$ cat config.mk
export PLATFORM = sky130hd
export DESIGN_NAME = mem_wb_stage_flat
export DESIGN_NICKNAME = d
export VERILOG_FILES = /design/src/rtl/mem_wb_if.sv /design/src/rtl/mem_wb_stage.sv /design/src/flat_wrapper.sv
export SDC_FILE = /design/constraint.sdc
export NUM_CORES = 1
export LEC_CHECK = 0
export CORE_ASPECT_RATIO = 0.75
export CORE_MARGIN = 2
export CORE_UTILIZATION = 42
export CTS_CLUSTER_DIAMETER = 60
export DETAILED_ROUTE_END_ITERATION = 8
export PLACE_DENSITY = 0.77
export SYNTH_ARGS = -nofsm -noshare
export SYNTH_HDL_FRONTEND = slang
export SYNTH_SLANG_ARGS = --single-unit
$ cat constraint.sdc
create_clock -name clk -period 1.6 [get_ports clk]
set_input_delay 0.16 -clock clk [delete_from_list [all_inputs] [get_ports clk]]
set_output_delay 0.16 -clock clk [all_outputs]
set_load 0.05 [all_outputs]
$ cat src/rtl/mem_wb_if.sv
// MEM/WB stage bundle: MEM-stage result inputs, WB control, and register-file write port.
interface mem_wb_if #(
    parameter int DATA_W = 32,
    parameter int ADDR_W = 5
);
    logic              mem_valid;
    logic              mem_wreg;
    logic              mem_is_load;
    logic [2:0]        mem_load_type;
    logic [ADDR_W-1:0] mem_waddr;
    logic [DATA_W-1:0] mem_alu_result;
    logic [DATA_W-1:0] mem_rdata;
    logic              wb_stall;
    logic              wb_flush;
    logic              wb_we;
    logic [ADDR_W-1:0] wb_waddr;
    logic [DATA_W-1:0] wb_wdata;
    logic              wb_misalign;
    logic [31:0]       retire_cnt;

    modport master (
        output mem_valid, mem_wreg, mem_is_load, mem_load_type, mem_waddr,
               mem_alu_result, mem_rdata, wb_stall, wb_flush,
        input  wb_we, wb_waddr, wb_wdata, wb_misalign, retire_cnt
    );

    modport slave (
        input  mem_valid, mem_wreg, mem_is_load, mem_load_type, mem_waddr,
               mem_alu_result, mem_rdata, wb_stall, wb_flush,
        output wb_we, wb_waddr, wb_wdata, wb_misalign, retire_cnt
    );
endinterface

$ cat src/rtl/mem_wb_stage.sv
// MEM/WB pipeline register, sub-word load formatter and retired-instruction counter.
// Optional macro WB_SUBWORD_LOAD_EN enables LB/LBU/LH/LHU lane selection and halfword misalign detection.
module mem_wb_stage #(
    parameter int DATA_W = 32,
    parameter int ADDR_W = 5
) (
    input  logic     clk,
    input  logic     rst_n,
    mem_wb_if.slave  bus
);
    localparam logic [2:0] LT_LB  = 3'd1;
    localparam logic [2:0] LT_LBU = 3'd2;
    localparam logic [2:0] LT_LH  = 3'd3;
    localparam logic [2:0] LT_LHU = 3'd4;

    logic              valid_r;
    logic              wreg_r;
    logic              is_load_r;
    logic [2:0]        ltype_r;
    logic [ADDR_W-1:0] waddr_r;
    logic [DATA_W-1:0] alu_r;
    logic [DATA_W-1:0] rdata_r;
    logic [31:0]       retire_cnt_r;

    logic [DATA_W-1:0] load_data_s;
    logic              lw_like_s;
    logic              half_mis_s;

    // Pipeline register: flush squashes, stall holds, otherwise capture MEM inputs.
    always_ff @(posedge clk or negedge rst_n) begin
        if (!rst_n) begin
            valid_r   <= 1'b0;
            wreg_r    <= 1'b0;
            is_load_r <= 1'b0;
            ltype_r   <= 3'd0;
            waddr_r   <= {ADDR_W{1'b0}};
            alu_r     <= {DATA_W{1'b0}};
            rdata_r   <= {DATA_W{1'b0}};
        end else if (bus.wb_flush) begin
            valid_r   <= 1'b0;
        end else if (!bus.wb_stall) begin
            valid_r   <= bus.mem_valid;
            wreg_r    <= bus.mem_wreg;
            is_load_r <= bus.mem_is_load;
            ltype_r   <= bus.mem_load_type;
            waddr_r   <= bus.mem_waddr;
            alu_r     <= bus.mem_alu_result;
            rdata_r   <= bus.mem_rdata;
        end
    end

    // Retire counter: the WB instruction retires when it leaves unstalled (wraps naturally).
    always_ff @(posedge clk or negedge rst_n) begin
        if (!rst_n) begin
            retire_cnt_r <= 32'd0;
        end else if (valid_r && !bus.wb_stall) begin
            retire_cnt_r <= retire_cnt_r + 32'd1;
        end
    end

`ifdef WB_SUBWORD_LOAD_EN
    logic [7:0]  byte_s;
    logic [15:0] half_s;

    // Lane selection from the effective-address low bits, little-endian.
    always_comb begin
        byte_s = 8'd0;
        case (alu_r[1:0])
            2'd0:    byte_s = rdata_r[7:0];
            2'd1:    byte_s = rdata_r[15:8];
            2'd2:    byte_s = rdata_r[23:16];
            2'd3:    byte_s = rdata_r[31:24];
            default: byte_s = rdata_r[7:0];
        endcase
        if (alu_r[1]) begin
            half_s = rdata_r[31:16];
        end else begin
            half_s = rdata_r[15:0];
        end
    end

    // Extension of the selected lane; unknown load types behave as LW.
    always_comb begin
        load_data_s = rdata_r;
        lw_like_s   = 1'b0;
        half_mis_s  = 1'b0;
        case (ltype_r)
            LT_LB:   load_data_s = {{(DATA_W-8){byte_s[7]}}, byte_s};
            LT_LBU:  load_data_s = {{(DATA_W-8){1'b0}}, byte_s};
            LT_LH:   begin
                load_data_s = {{(DATA_W-16){half_s[15]}}, half_s};
                half_mis_s  = alu_r[0];
            end
            LT_LHU:  begin
                load_data_s = {{(DATA_W-16){1'b0}}, half_s};
                half_mis_s  = alu_r[0];
            end
            default: begin
                load_data_s = rdata_r;
                lw_like_s   = 1'b1;
            end
        endcase
    end
`else
    // Without sub-word support every load returns the raw word; only word loads check alignment.
    always_comb begin
        load_data_s = rdata_r;
        half_mis_s  = 1'b0;
        case (ltype_r)
            LT_LB, LT_LBU, LT_LH, LT_LHU: lw_like_s = 1'b0;
            default:                      lw_like_s = 1'b1;
        endcase
    end
`endif

    assign bus.wb_we       = valid_r & wreg_r & (waddr_r != {ADDR_W{1'b0}});
    assign bus.wb_waddr    = waddr_r;
    assign bus.wb_wdata    = is_load_r ? load_data_s : alu_r;
    assign bus.wb_misalign = valid_r & is_load_r &
                             ((lw_like_s & (alu_r[1:0] != 2'd0)) | half_mis_s);
    assign bus.retire_cnt  = retire_cnt_r;
endmodule

$ cat src/flat_wrapper.sv
// flat-port wrapper written by rule: the top's interface ports become plain ports
module mem_wb_stage_flat 
#(
    parameter int DATA_W = 32,
    parameter int ADDR_W = 5
)
  (clk, rst_n, bus_mem_valid, bus_mem_wreg, bus_mem_is_load, bus_mem_load_type, bus_mem_waddr, bus_mem_alu_result, bus_mem_rdata, bus_wb_stall, bus_wb_flush, bus_wb_we, bus_wb_waddr, bus_wb_wdata, bus_wb_misalign, bus_retire_cnt);
  mem_wb_if #(.DATA_W(DATA_W), .ADDR_W(ADDR_W)) bus_i ();
  input  logic clk;
  input  logic rst_n;
  input wire logic [$bits(bus_i.mem_valid)-1:0] bus_mem_valid;
  input wire logic [$bits(bus_i.mem_wreg)-1:0] bus_mem_wreg;
  input wire logic [$bits(bus_i.mem_is_load)-1:0] bus_mem_is_load;
  input wire logic [$bits(bus_i.mem_load_type)-1:0] bus_mem_load_type;
  input wire logic [$bits(bus_i.mem_waddr)-1:0] bus_mem_waddr;
  input wire logic [$bits(bus_i.mem_alu_result)-1:0] bus_mem_alu_result;
  input wire logic [$bits(bus_i.mem_rdata)-1:0] bus_mem_rdata;
  input wire logic [$bits(bus_i.wb_stall)-1:0] bus_wb_stall;
  input wire logic [$bits(bus_i.wb_flush)-1:0] bus_wb_flush;
  output wire logic [$bits(bus_i.wb_we)-1:0] bus_wb_we;
  output wire logic [$bits(bus_i.wb_waddr)-1:0] bus_wb_waddr;
  output wire logic [$bits(bus_i.wb_wdata)-1:0] bus_wb_wdata;
  output wire logic [$bits(bus_i.wb_misalign)-1:0] bus_wb_misalign;
  output wire logic [$bits(bus_i.retire_cnt)-1:0] bus_retire_cnt;
  assign bus_i.mem_valid = bus_mem_valid;
  assign bus_i.mem_wreg = bus_mem_wreg;
  assign bus_i.mem_is_load = bus_mem_is_load;
  assign bus_i.mem_load_type = bus_mem_load_type;
  assign bus_i.mem_waddr = bus_mem_waddr;
  assign bus_i.mem_alu_result = bus_mem_alu_result;
  assign bus_i.mem_rdata = bus_mem_rdata;
  assign bus_i.wb_stall = bus_wb_stall;
  assign bus_i.wb_flush = bus_wb_flush;
  assign bus_wb_we = bus_i.wb_we;
  assign bus_wb_waddr = bus_i.wb_waddr;
  assign bus_wb_wdata = bus_i.wb_wdata;
  assign bus_wb_misalign = bus_i.wb_misalign;
  assign bus_retire_cnt = bus_i.retire_cnt;
  mem_wb_stage #(.DATA_W(DATA_W), .ADDR_W(ADDR_W)) u_core (.clk(clk), .rst_n(rst_n), .bus(bus_i));
endmodule
==> impl_metrics.json <==
{
  "io_pins": 150,
  "grt_max_degree": 42,
  "first_pass_iters": 4,
  "syn-num-nets": 407,
  "drive_gt1_share_pct": 50.1,
  "max_clock_freq_mhz": 574,
  "maxCapViolations": 0,
  "synthDistinctLibCells": 28,
  "via_count": 3297,
  "ys_seq_elements": 107,
  "yosysTopAreaCell": "dfrtp_1",
  "slew_violations": 0,
  "cts_tree": "yes",
  "crit_family": "flip-flops",
  "port_buffers": 149,
  "fin_util_pct": 67.6,
  "yosys-top-cells-area": "dfrtp_1 58%, mux2_2 26%, xnor2_1 4.9%",
  "timing.rr.start": "u_core.bus.retire_cnt[0]",
  "finalCritPeriodShare_pct": 109,
  "nNetsFinal": 586,
  "seq_area_frac_synth_pct": 57.7,
  "dp_hpwl_mm": 8.11,
  "r2r_cells": 6,
  "p_leak_nw": 3.25,
  "ir_drop_mv": 0.825,
  "tightest_slew_ns": 0.524,
  "critical_path_arrival_ns": 1.58,
  "area_growth_pct": 58.1,
  "drc": 0,
  "async_reset_ff_share_pct": 100,
  "dp_slack_ns": -0.154,
  "min_path_type": "input port to asynchronous set/reset pin",
  "power_density_mw_per_mm2": 1200,
  "reg2reg_setup_slack_ns": 0.10,
  "cp_cell_sequence": "or3_4 -> o311a_4 -> buf_8",
  "avgSynthCellArea_sq_um": 14.2,
  "critPathKind": "flip-flop to output port",
  "grt_pass1_wl_mm": 18.7,
  "period_needed_ns": 1.74,
  "cp-startpoint": "u_core.bus.wb_waddr[1]",
  "final_cell_mix": "86 x dfrtp_1, 77 x clkdlybuf4s50_1, 74 x mux2_2",
  "cts_buffer_depth": 2,
  "cts_buffers": 9,
  "rsz0062_at_grt": "yes",
  "path_clk_slew_ns": 0.07,
  "fp.dieArea_sq_mm": 0.0119,
  "synth_top_flop_cell": "dfrtp_1",
  "hold_ws_ns": 0.346,
  "drt-initial-drc-count": 90,
  "finalNonFillerCells": 651,
  "cp.depth": 3,
  "fin_skew_ns": 0.00791,
  "start_util_pct": 42.8,
  "wire_per_inst_microns": 17.8,
  "grt.total_usage_pct": 20.1,
  "die_h_microns": 95.1,
  "max-slew-margin-rel_pct": 65.1,
  "synth_top_area_share_pct": 57.7,
  "fillers": 780,
  "cpMaxStageDelayCell": "dfrtp_1",
  "numClockSinks": 107,
  "final_common_cell": "dfrtp_1",
  "routed_wl_mm": 11.6,
  "ys_warn_count": 0,
  "status": "complete, but fails checks",
  "synthCells": 327,
  "dp.cells": 624,
  "place_congestion": 0.776,
  "detail-route-antenna-nets": 0,
  "rows": 33,
  "root_buffer": "clkbuf_16",
  "crit_buf_inv": 1,
  "final_hold_viol_count": 0,
  "grt_antenna_before_repair": 0,
  "worst-path-max-fanout": 2,
  "violations": "negative setup slack",
  "cp.required_ns": 1.44,
  "insertedDiodeCount": 0,
  "worstSkewPairLatency_ns": 0.34,
  "grt_pass1_vias": 3674,
  "syn_area_sq_mm": 0.00464,
  "critical_path.max_stage_delay_ns": 0.39,
  "coreArea_sq_mm": 0.0109,
  "cp-start-kind": "flip-flop",
  "setup_ws_ns": -0.143,
  "fin_setup_tns_ns": -2.70,
  "setup_viol": 34,
  "multi_input_area_sq_mm": 0.00209,
  "endpoint_kind": "output port",
  "cts_htree_levels": 3,
  "grt_overflow": 0,
  "drt-vias-per-instance": 5.06,
  "synth-edff-count": 0,
  "die_x_microns": 125,
  "seq_area_sq_mm": 0.00270
}
[final cells by class]
| class | instances | share of cell area, % |
|---|---|---|
| sequential | 107 | 36.8 |
| multi-input combinational | 208 | 28.5 |
| clock inverter | 5 | 1.07 |
| timing repair buffer | 180 | 28.1 |
| clock buffer | 11 | 3.17 |
| tap | 140 | 2.39 |
[metrics by stage]
step                instance area [sq um]  total power [mW]
floorplan                            4690              4.83
global placement                     6740              6.20
detailed placement                   6740              6.27
CTS                                  7270              8.86
global route                         7340              9.18
finish                               7340              8.83
[cell usage after synthesis (3+ instances only)]
| library cell | n |
|---|---|
| nor4_4 | 3 |
| nand4_1 | 7 |
| nand2_1 | 18 |
| dfrtp_1 | 107 |
| nand3_1 | 13 |
| mux2_2 | 106 |
| clkbuf_1 | 6 |
| buf_2 | 6 |
| xor2_1 | 5 |
| xnor2_1 | 26 |
| and3_1 | 4 |
| nor2_1 | 6 |
[sequential cells by signal, summed over array words and instances, names as in the netlist]
register               count
u_core.wreg_r              1
u_core.ltype_r             3
u_core.alu_r              32
u_core.bus.wb_waddr        5
u_core.valid_r             1
u_core.is_load_r           1
u_core.bus.retire_cnt     32
u_core.load_data_s        32
[kinds of logic (layout without fill, tap and decap cells)]
family | after synthesis | in the layout | synth area share [%]
multiplexers | 107 | 107 | 25.9
flip-flops | 107 | 107 | 57.7
AND/OR/NAND/NOR | 65 | 65 | 8.59
XOR/XNOR | 31 | 31 | 5.85
buffers and inverters | 12 | 196 | 1.13
AO/OA/AOI/OAI | 4 | 4 | 0.593
adder cells (fa/ha/maj) | 1 | 1 | 0.269
[where the power goes]
group | total, mW | internal [mW] | switching, mW
registers | 3.30 | 3.04 | 0.259
logic | 3.20 | 1.66 | 1.54
clock network | 2.33 | 1.37 | 0.962
[what timing repair did]
| action | 4_1_cts | 5_1_grt |
|---|---|---|
| hold endpoints to repair | 37 | 0 |
| hold buffers | 1 | 0 |
| setup endpoints to repair | 34 | 45 |
| pin swaps | 1 | 2 |
| buffers inserted | 3 | 6 |
| resized for setup | 43 | 6 |
| cloned | 2 | 1 |
[layer usage]
| metal | GRT usage (%) | share of wire [%] | vias to the layer above |
|---|---|---|---|
| li1 | - | - | 1519 |
| met1 | 23.1 | 41 | 1638 |
| met2 | 34.9 | 48 | 124 |
| met3 | 8.64 | 9.5 | 16 |
| met4 | 5.83 | 1.5 | 0 |
| met5 | 0 | 0 | - |
[path summary, 6_finish.rpt]
kind / to
worst max-delay path: bus_wb_we
worst min-delay path: u_core.bus.retire_cnt[7]
worst max register to register: u_core.bus.retire_cnt[26]
worst min register to register: u_core.bus.retire_cnt[31]
max in group asynchronous: u_core.is_load_r
min in group clk: u_core.bus.wb_waddr[3]
[worst reg2reg max path: cells and delay by family (launching register included)]
family	cells	cell delay, ns
xor+xnor	1	0.14
flops	1	0.42
buf+inv	1	0.18
simple gates	3	0.49
fa+ha+maj	1	0.15
No activity file was read; power rests on OpenSTA's default activity.
